### config.mk
export PLATFORM = sky130hd
export DESIGN_NAME = tbl_ctr_update_ctrl
export DESIGN_NICKNAME = d
export VERILOG_FILES = /design/src/rtl/tbl_ctr_pkg.sv /design/src/rtl/tbl_sat_lane.sv /design/src/rtl/tbl_ctr_update_ctrl.sv
export SDC_FILE = /design/constraint.sdc
export NUM_CORES = 1
export LEC_CHECK = 0
export ABC_AREA = 1
export CORE_ASPECT_RATIO = 0.8
export CORE_MARGIN = 2
export CORE_UTILIZATION = 46
export CTS_CLUSTER_DIAMETER = 120
export DETAILED_ROUTE_END_ITERATION = 16
export PLACE_DENSITY = 0.87
export SYNTH_ARGS = -nofsm -noshare
export SYNTH_HDL_FRONTEND = slang
export SYNTH_SLANG_ARGS = --single-unit
### constraint.sdc
create_clock -name clock -period 7.99 [get_ports clock]
set_input_delay 1.598 -clock clock [delete_from_list [all_inputs] [get_ports clock]]
set_output_delay 1.598 -clock clock [all_outputs]
set_load 0.005 [all_outputs]
### src/rtl/tbl_ctr_pkg.sv
// rtl/tbl_ctr_pkg.sv - shared constants and types for the predictor counter table controller
// Purpose: table geometry, counter limits, lane/entry types and the controller FSM state type.
package tbl_ctr_pkg;

  localparam int DEPTH   = 2048;
  localparam int IDX_W   = 11;
  localparam int LANES   = 4;
  localparam int CTR_W   = 3;
  localparam int ENTRY_W = LANES * CTR_W;

  typedef logic signed [CTR_W-1:0] ctr_t;
  // Lane i occupies bits [i*CTR_W +: CTR_W] of an entry.
  typedef ctr_t [LANES-1:0] entry_t;

  localparam ctr_t CTR_MAX = ctr_t'(3);
  localparam ctr_t CTR_MIN = ctr_t'(-4);

  typedef enum logic {
    ST_INIT,
    ST_RUN
  } state_t;

endpackage

### src/rtl/tbl_sat_lane.sv
// rtl/tbl_sat_lane.sv - single-lane signed saturating increment/decrement
// Purpose: computes the new value of one counter lane.
// Ports:
//   i_old - current lane value (signed)
//   i_en  - lane selected for update; when low the lane passes through unchanged
//   i_inc - 1 = increment toward CTR_MAX, 0 = decrement toward CTR_MIN
//   o_new - updated lane value
module tbl_sat_lane import tbl_ctr_pkg::*; (
  input  ctr_t i_old,
  input  logic i_en,
  input  logic i_inc,
  output ctr_t o_new
);

  always_comb begin
    o_new = i_old;
    if (i_en) begin
      if (i_inc) begin
        if (i_old != CTR_MAX) o_new = i_old + ctr_t'(1);
      end else begin
        if (i_old != CTR_MIN) o_new = i_old - ctr_t'(1);
      end
    end
  end

endmodule

### src/rtl/tbl_ctr_update_ctrl.sv
// rtl/tbl_ctr_update_ctrl.sv - init sweep, prediction read and counter RMW controller for the 2048x12 table
// Purpose: owns the read and write ports of the counter array. After reset it zeroes every
// entry, then serves prediction reads (priority) and two-stage read-modify-write updates.
// Ports:
//   clock, reset                       - clock and synchronous active-high reset
//   pred_req_valid/ready/idx           - prediction read request
//   pred_resp_valid/data               - prediction response, one cycle after acceptance
//   upd_valid/ready/idx/mask/dir       - counter update request
//   init_busy                          - init sweep in progress
//   mem_r_en/addr, mem_r_data          - array read port (data valid the cycle after mem_r_en)
//   mem_w_en/addr/data                 - array write port
module tbl_ctr_update_ctrl import tbl_ctr_pkg::*; (
  input  logic               clock,
  input  logic               reset,
  input  logic               pred_req_valid,
  output logic               pred_req_ready,
  input  logic [IDX_W-1:0]   pred_req_idx,
  output logic               pred_resp_valid,
  output logic [ENTRY_W-1:0] pred_resp_data,
  input  logic               upd_valid,
  output logic               upd_ready,
  input  logic [IDX_W-1:0]   upd_idx,
  input  logic [LANES-1:0]   upd_mask,
  input  logic [LANES-1:0]   upd_dir,
  output logic               init_busy,
  output logic               mem_r_en,
  output logic [IDX_W-1:0]   mem_r_addr,
  input  logic [ENTRY_W-1:0] mem_r_data,
  output logic               mem_w_en,
  output logic [IDX_W-1:0]   mem_w_addr,
  output logic [ENTRY_W-1:0] mem_w_data
);

  state_t             r_state;
  logic [IDX_W-1:0]   r_sweep_cnt;
  logic               r_pred_resp_valid;
  logic               r_s1_valid;
  logic [IDX_W-1:0]   r_s1_idx;
  logic [LANES-1:0]   r_s1_mask;
  logic [LANES-1:0]   r_s1_dir;

  logic               w_init;
  logic               w_run;
  logic               w_pred_acc;
  logic               w_upd_acc;
  logic               w_s1_wr;
  entry_t             w_old_entry;
  entry_t             w_new_entry;

  // Reset is synchronous, so every control output is also gated by reset to hold the
  // quiescent values during the reset cycle itself (and to drop an in-flight S1 write).
  assign w_init = (r_state == ST_INIT) && !reset;
  assign w_run  = (r_state == ST_RUN) && !reset;

  assign pred_req_ready = w_run;
  assign upd_ready      = w_run && !pred_req_valid;
  assign w_pred_acc     = pred_req_valid && pred_req_ready;
  assign w_upd_acc      = upd_valid && upd_ready;
  assign init_busy      = reset || (r_state == ST_INIT);

  assign mem_r_en   = w_pred_acc || w_upd_acc;
  assign mem_r_addr = w_pred_acc ? pred_req_idx : upd_idx;

  assign pred_resp_valid = r_pred_resp_valid && !reset;
  assign pred_resp_data  = mem_r_data;

  // S1 reads the entry fetched by the S0 read. A same-index write landing on the S0 edge is
  // already visible here because the array registers the read address on that same edge.
  assign w_old_entry = entry_t'(mem_r_data);

  for (genvar g = 0; g < LANES; g++) begin : g_lane
    tbl_sat_lane u_lane (
      .i_old (w_old_entry[g]),
      .i_en  (r_s1_mask[g]),
      .i_inc (r_s1_dir[g]),
      .o_new (w_new_entry[g])
    );
  end

  // Update requests are never accepted in INIT, so the sweep and S1 never share the port.
  assign w_s1_wr    = w_run && r_s1_valid;
  assign mem_w_en   = w_init || w_s1_wr;
  assign mem_w_addr = w_init ? r_sweep_cnt : r_s1_idx;
  assign mem_w_data = w_init ? '0 : w_new_entry;

  always_ff @(posedge clock) begin
    if (reset) begin
      r_state           <= ST_INIT;
      r_sweep_cnt       <= '0;
      r_pred_resp_valid <= 1'b0;
      r_s1_valid        <= 1'b0;
    end else begin
      r_pred_resp_valid <= w_pred_acc;
      r_s1_valid        <= w_upd_acc;
      if (w_upd_acc) begin
        r_s1_idx  <= upd_idx;
        r_s1_mask <= upd_mask;
        r_s1_dir  <= upd_dir;
      end
      case (r_state)
        ST_INIT: begin
          r_sweep_cnt <= r_sweep_cnt + 1'b1;
          if (r_sweep_cnt == IDX_W'(DEPTH - 1)) r_state <= ST_RUN;
        end
        default: r_state <= ST_RUN;
      endcase
    end
  end

endmodule

==> metrics, run 1 <==
vias=2240; Post-DP HPWL=4230 µm; number of flops mapped to enable cells by yosys=19; vias in the first global route=2081; RSZ-0062 raised after global routing=no; most frequent cell after synthesis=nand2_1; status=finished clean; Final Setup Violations=0; count of input and output buffers=97; most frequent CP cell=clkdlybuf4s50_1; # IOs=98; CP max stage delay=0.79 ns; Worst-path clk slew=0.06 ns; Final WS setup=2.61 ns; Slew headroom=45.9%; Synthesized Nets=367; layout cells sized above 1=3.78%; CP top delay family=buffers and inverters; Worst Hold Class=flip-flop to flip-flop; ant diodes=0; vias per std cell=4.90; post-layout min period=5.38 ns; Chip Width=81.3 µm; Max Fclk=186 MHz; register area share after synthesis=38.7%; worst-path cell chain=clkdlybuf4s50_1, nor2_4, inv_2, nand2_1, a211oi_1, clkdlybuf4s50_1; Maximum Capacitance Violations=0; Sw Ratio=23.4%; Final ANT Viol Nets=0; Num Clock Sinks=33; final worst-path cycle share=67.4%; gpl congestion=0.832; Synth Area per Inst=7.15 µm²; Post-CTS Setup Bufs=0; Power Density=118 nW/µm²; die span in y=65.9 µm; fin area=3210 µm²; Site Rows=22; largest net degree at the start of global routing=29; total gr overflow=0; power share of the clock group=30.2%; CTS H-Tree Depth=2; core area=4600 µm²; pre-CTS setup slack=2.60 ns; Num CTS Buffers=5; crit path capture type=output port; Commonest cells post-synth=nand2_1 (105), inv_1 (38), nand3_1 (20), nor2_1 (20), edfxtp_1 (19); crit path DAT=3.78 ns; most used flip-flop cell after synthesis=edfxtp_1; Worst setup SP type=input port; cts hold-fix bufs=0; # resized after CTS=0; critical path type=input port to output port; Slowest-stage cell, CP=clkdlybuf4s50_1; drt total wl=5260 µm; worst-margin pin slew=0.807 ns; average wire per standard cell=11.5 µm; max-slew violation count=0; post-synth top area share=25.9%; Leak=1.38 nW; Pint=0.290 mW; TritonCTS clock tree=done; CP Max Fanout=28; peak supply drop=0.0878 mV; top cells by area, synth=edfxtp_1 (26%), nand2_1 (18%), dfxtp_1 (13%); clock root buffer=clkbuf_8; Flop pwr share=48.0%; Synth warnings=0; die area=5360 µm²; Cell Area, Placed=3130 µm²; setup TNS=0 ns; final hold vios=0; area leader, netlist=edfxtp_1; NumNets Final=455; Distinct cells, synth=23; Comb power frac=21.7%; clock skew=0.00579 ns; first-pass GRT wire length=8500 µm; first-pass detailed-route iteration total=4; post-synthesis cell area=2200 µm²; GRT Resource Usage Total=20.8%; CP required=6.39 ns; initial antenna violation count=0; clock latency on the worst-skew pair=0.28 ns; ys async rst share=0%; DR DRC count=0; Starting Density=47.9%; Initial DRC Count=90; Mapped Cells=308; P&R area growth vs syn=45.9%; Sw Pwr=0.0885 mW; Yosys reg bits=33; Buffers & Inverters on Critical Path=3; CTS Buffer Depth=2
[metal layers]
| metal | vias to the layer above | track usage, % | wire [µm] |
|---|---|---|---|
| met2 | 94 | 36.5 | 2490 |
| met4 | 0 | 7.20 | 48 |
| met3 | 4 | 8.33 | 556 |
| met5 | - | 0 | 0 |
| met1 | 979 | 22.6 | 2160 |
| li1 | 1163 | - | - |
[layout make-up]
type	instances	area (µm²)
Fill cell	347	1390
Multi-Input combinational cell	215	1060
Timing Repair Buffer	98	978
Sequential cell	33	851
Inverter	43	164
Clock buffer	7	76.3
Tap cell	60	75.1
Clock inverter	1	3.75
[registers in the layout, indices dropped and copies added, names as in the netlist]
| register | flops |
|---|---|
| r_sweep_cnt | 11 |
| r_state | 1 |
| r_pred_resp_valid | 1 |
| r_s1_dir | 4 |
| r_s1_valid | 1 |
| r_s1_idx | 11 |
| r_s1_mask | 4 |
[layout by cell type (no fill, tap or decap)]
master	n
nor2_8	1
nand3_1	20
nor2_4	2
clkinv_1	2
nand2_1	105
dfxtp_1	14
inv_1	38
nor3_2	1
inv_4	1
ha_1	13
clkbuf_8	5
edfxtp_1	19
o21ai_1	18
buf_4	1
o211ai_1	1
nand4_1	4
nor3_1	6
o21ai_0	5
clkdlybuf4s50_1	97
a21oi_1	16
nor2_1	20
nor2_2	1
clkbuf_1	2
a211oi_1	2
inv_2	3
[worst reg2reg max path: cells and delay by family (launching register included)]
family                 cells  cell delay [ns]
buffers and inverters      3             0.55
DFF                        1             0.44
and+or+nand+nor            2             0.75
[kinds of logic (layout without fill, tap and decap cells)]
kind of cell	after synthesis	count (layout)	share of synthesized area, %
buf+inv	60	149	13.2
compound gates	42	42	9.89
fa+ha+maj	13	13	7.39
flops	33	33	38.7
simple gates	160	160	30.8
[per-stage QoR]
stage                     hold WS, ns  utilization (%)  instances  total power, mW
final                           0.478             69.9        457            0.379
after global routing            0.526             69.9        457            0.402
after CTS                       0.486             69.9        457            0.384
after detailed placement        0.477             68.1        449            0.268
after global placement          0.470             68.1        449            0.266
after floorplan                 0.447                -        308            0.218
[power groups by stage]
stage               combinational (mW)  sequential (mW)  clock, mW
floorplan                       0.0328            0.185          0
global placement                0.0801            0.185          0
detailed placement              0.0823            0.186          0
CTS                             0.0830            0.182      0.119
global route                    0.0912            0.182      0.129
finish                          0.0823            0.182      0.115
[worst paths after layout]
check / startpoint / end / slack [ns] / cells after the start
min: r_sweep_cnt[10]$_SDFFE_PP0N_ / r_state$_SDFF_PP0_ / 0.48 / 2
min reg2reg: r_sweep_cnt[10]$_SDFFE_PP0N_ / r_state$_SDFF_PP0_ / 0.48 / 2
max reg2reg: r_state$_SDFF_PP0_ / r_s1_idx[0]$_DFFE_PP_ / 5.96 / 5
max: reset / mem_w_data[2] / 2.61 / 6
(Power assumes the default switching activity.)
==> run 2: changes to the inputs <==
--- a/config.mk
+++ b/config.mk
@@ -8,10 +8,10 @@
 export ABC_AREA = 1
 export CORE_ASPECT_RATIO = 0.8
 export CORE_MARGIN = 2
-export CORE_UTILIZATION = 46
+export CORE_UTILIZATION = 38
 export CTS_CLUSTER_DIAMETER = 120
 export DETAILED_ROUTE_END_ITERATION = 16
-export PLACE_DENSITY = 0.87
+export PLACE_DENSITY = 0.77
 export SYNTH_ARGS = -nofsm -noshare
 export SYNTH_HDL_FRONTEND = slang
 export SYNTH_SLANG_ARGS = --single-unit
==> constraint.sdc (replaced) <==
create_clock -name clock -period 4.65 [get_ports clock]
set_input_delay 0.93 -clock clock [delete_from_list [all_inputs] [get_ports clock]]
set_output_delay 0.93 -clock clock [all_outputs]
set_load 0.005 [all_outputs]
==> metrics, run 2 (synthesis gave the netlist of run 1 again) <==
clock root buffer=clkbuf_8; initial antenna violation count=0; drt total wl=5400 µm; CP top delay family=buffers and inverters; vias=2231; Site Rows=24; gpl congestion=0.821; worst-path cell chain=clkdlybuf4s50_1, nor2_4, inv_2, nand2_1, a211oi_1, clkdlybuf4s50_1; Hold Crit Endpoint=r_state$_SDFF_PP0_; pre-CTS setup slack=0.673 ns; die area=6420 µm²; Num CTS Buffers=5; Hold Path Origin=r_sweep_cnt[10]$_SDFFE_PP0N_; Final ANT Viol Nets=0; Num Clock Sinks=33; P&R area growth vs syn=47.1%; Final WS setup=0.728 ns; CP max stage delay=0.72 ns; RSZ-0062 raised after global routing=no; commonest cells after routing, fill and taps aside=nand2_1 (105), clkdlybuf4s50_1 (97), inv_1 (38); count of input and output buffers=97; final hold vios=0; Sw Ratio=24.3%; critical path type=input port to output port; # resized after CTS=0; reg2reg end=r_s1_dir[3]$_DFFE_PP_; Final Setup Violations=0; Leak=1.39 nW; CTS Buffer Depth=2; status=finished clean; vias in the first global route=2148; Multi-input gate area=1060 µm²; Storage cell area=851 µm²; vias per std cell=4.70; setup TNS=0 ns; Worst-path clk slew=0.07 ns; Sw Pwr=0.160 mW; ant diodes=0; Comb power frac=21.4%; Buffers & Inverters on Critical Path=3; clock skew=0.00617 ns; hold slack=0.483 ns; FILL cells=534; worst r2r src=r_state$_SDFF_PP0_; Maximum Capacitance Violations=0; Pint=0.498 mW; post-layout min period=3.92 ns; max-slew violation count=0; Post-CTS Setup Bufs=0; Initial DRC Count=100; Post-DP HPWL=4350 µm; R2R Setup Slk=2.77 ns; Max Fclk=255 MHz; Top Registers=r_s1_idx x11, r_sweep_cnt x11; core area=5530 µm²; Worst setup SP type=input port; average wire per standard cell=11.4 µm; Chip Width=89.1 µm; CP Max Fanout=28; layout cells sized above 1=4.28%; peak supply drop=0.138 mV; largest net degree at the start of global routing=29; Flop pwr share=47.4%; TritonCTS clock tree=done; worst-margin pin slew=0.631 ns; Worst Hold Class=flip-flop to flip-flop; total gr overflow=0; Slowest-stage cell, CP=clkdlybuf4s50_1; cts hold-fix bufs=0; CTS H-Tree Depth=2; GRT Resource Usage Total=17.9%; DR DRC count=0; Power Density=204 nW/µm²; NumNets Final=455; die span in y=72.1 µm; final worst-path cycle share=84.3%; first-pass GRT wire length=8920 µm; reg2reg path depth=5; crit path capture type=output port; Starting Density=39.8%; CP required=3.72 ns; clock latency on the worst-skew pair=0.28 ns; first-pass detailed-route iteration total=4; Critical path origin=reset; most common cell after layout, fill and taps aside=nand2_1; # IOs=98; Slew headroom=57.7%; Hold Path Depth=2; most frequent CP cell=clkdlybuf4s50_1; crit path DAT=2.99 ns; power share of the clock group=31.1%
## run 2: per-layer routing
| metal | vias up | global-route usage (%) | part of all wire [%] |
|---|---|---|---|
| met1 | 973 | 21.1 | 42 |
| met2 | 93 | 28.2 | 45 |
| met5 | - | 0 | 0 |
| met4 | 0 | 6.47 | 1.2 |
| met3 | 7 | 8.99 | 12 |
| li1 | 1158 | - | - |
## run 2: area by class of cell
cell class	instances	area share (%)
timing repair buffer	98	30.2
clock buffer	6	2.24
tap	78	3.02
multi-input combinational	215	32.9
clock inverter	2	0.309
inverter	43	5.06
sequential	33	26.3
## run 2: worst max path at each step
stage | depth (start not counted) | end
after floorplan | 4 | r_s1_dir[0]$_DFFE_PP_
after global placement | 6 | mem_w_data[2]
after detailed placement | 6 | mem_w_data[5]
after CTS | 6 | mem_w_data[5]
after global routing | 6 | mem_w_data[5]
final | 6 | mem_w_data[5]
## run 2: through the flow
| stage | total power, mW | utilization (%) | cells | cell area, µm² |
|---|---|---|---|---|
| after floorplan | 0.375 | - | 308 | 2200 |
| after global placement | 0.457 | 57.1 | 467 | 3150 |
| after detailed placement | 0.460 | 57.1 | 467 | 3150 |
| after CTS | 0.664 | 58.6 | 475 | 3240 |
| after global routing | 0.691 | 58.6 | 475 | 3240 |
| final | 0.659 | 58.6 | 475 | 3240 |
## run 2: power groups by stage
stage	Combinational [mW]	Sequential [mW]	Clock, mW
after floorplan	0.0563	0.318	0
after global placement	0.138	0.319	0
after detailed placement	0.141	0.319	0
after CTS	0.142	0.312	0.210
after global routing	0.157	0.313	0.222
final	0.141	0.313	0.205
## run 2: tightest hold or removal path: cells and delay by family (launching register included)
kind	cells	cell delay, ns
and+or+nand+nor	2	0.13
DFF	1	0.31
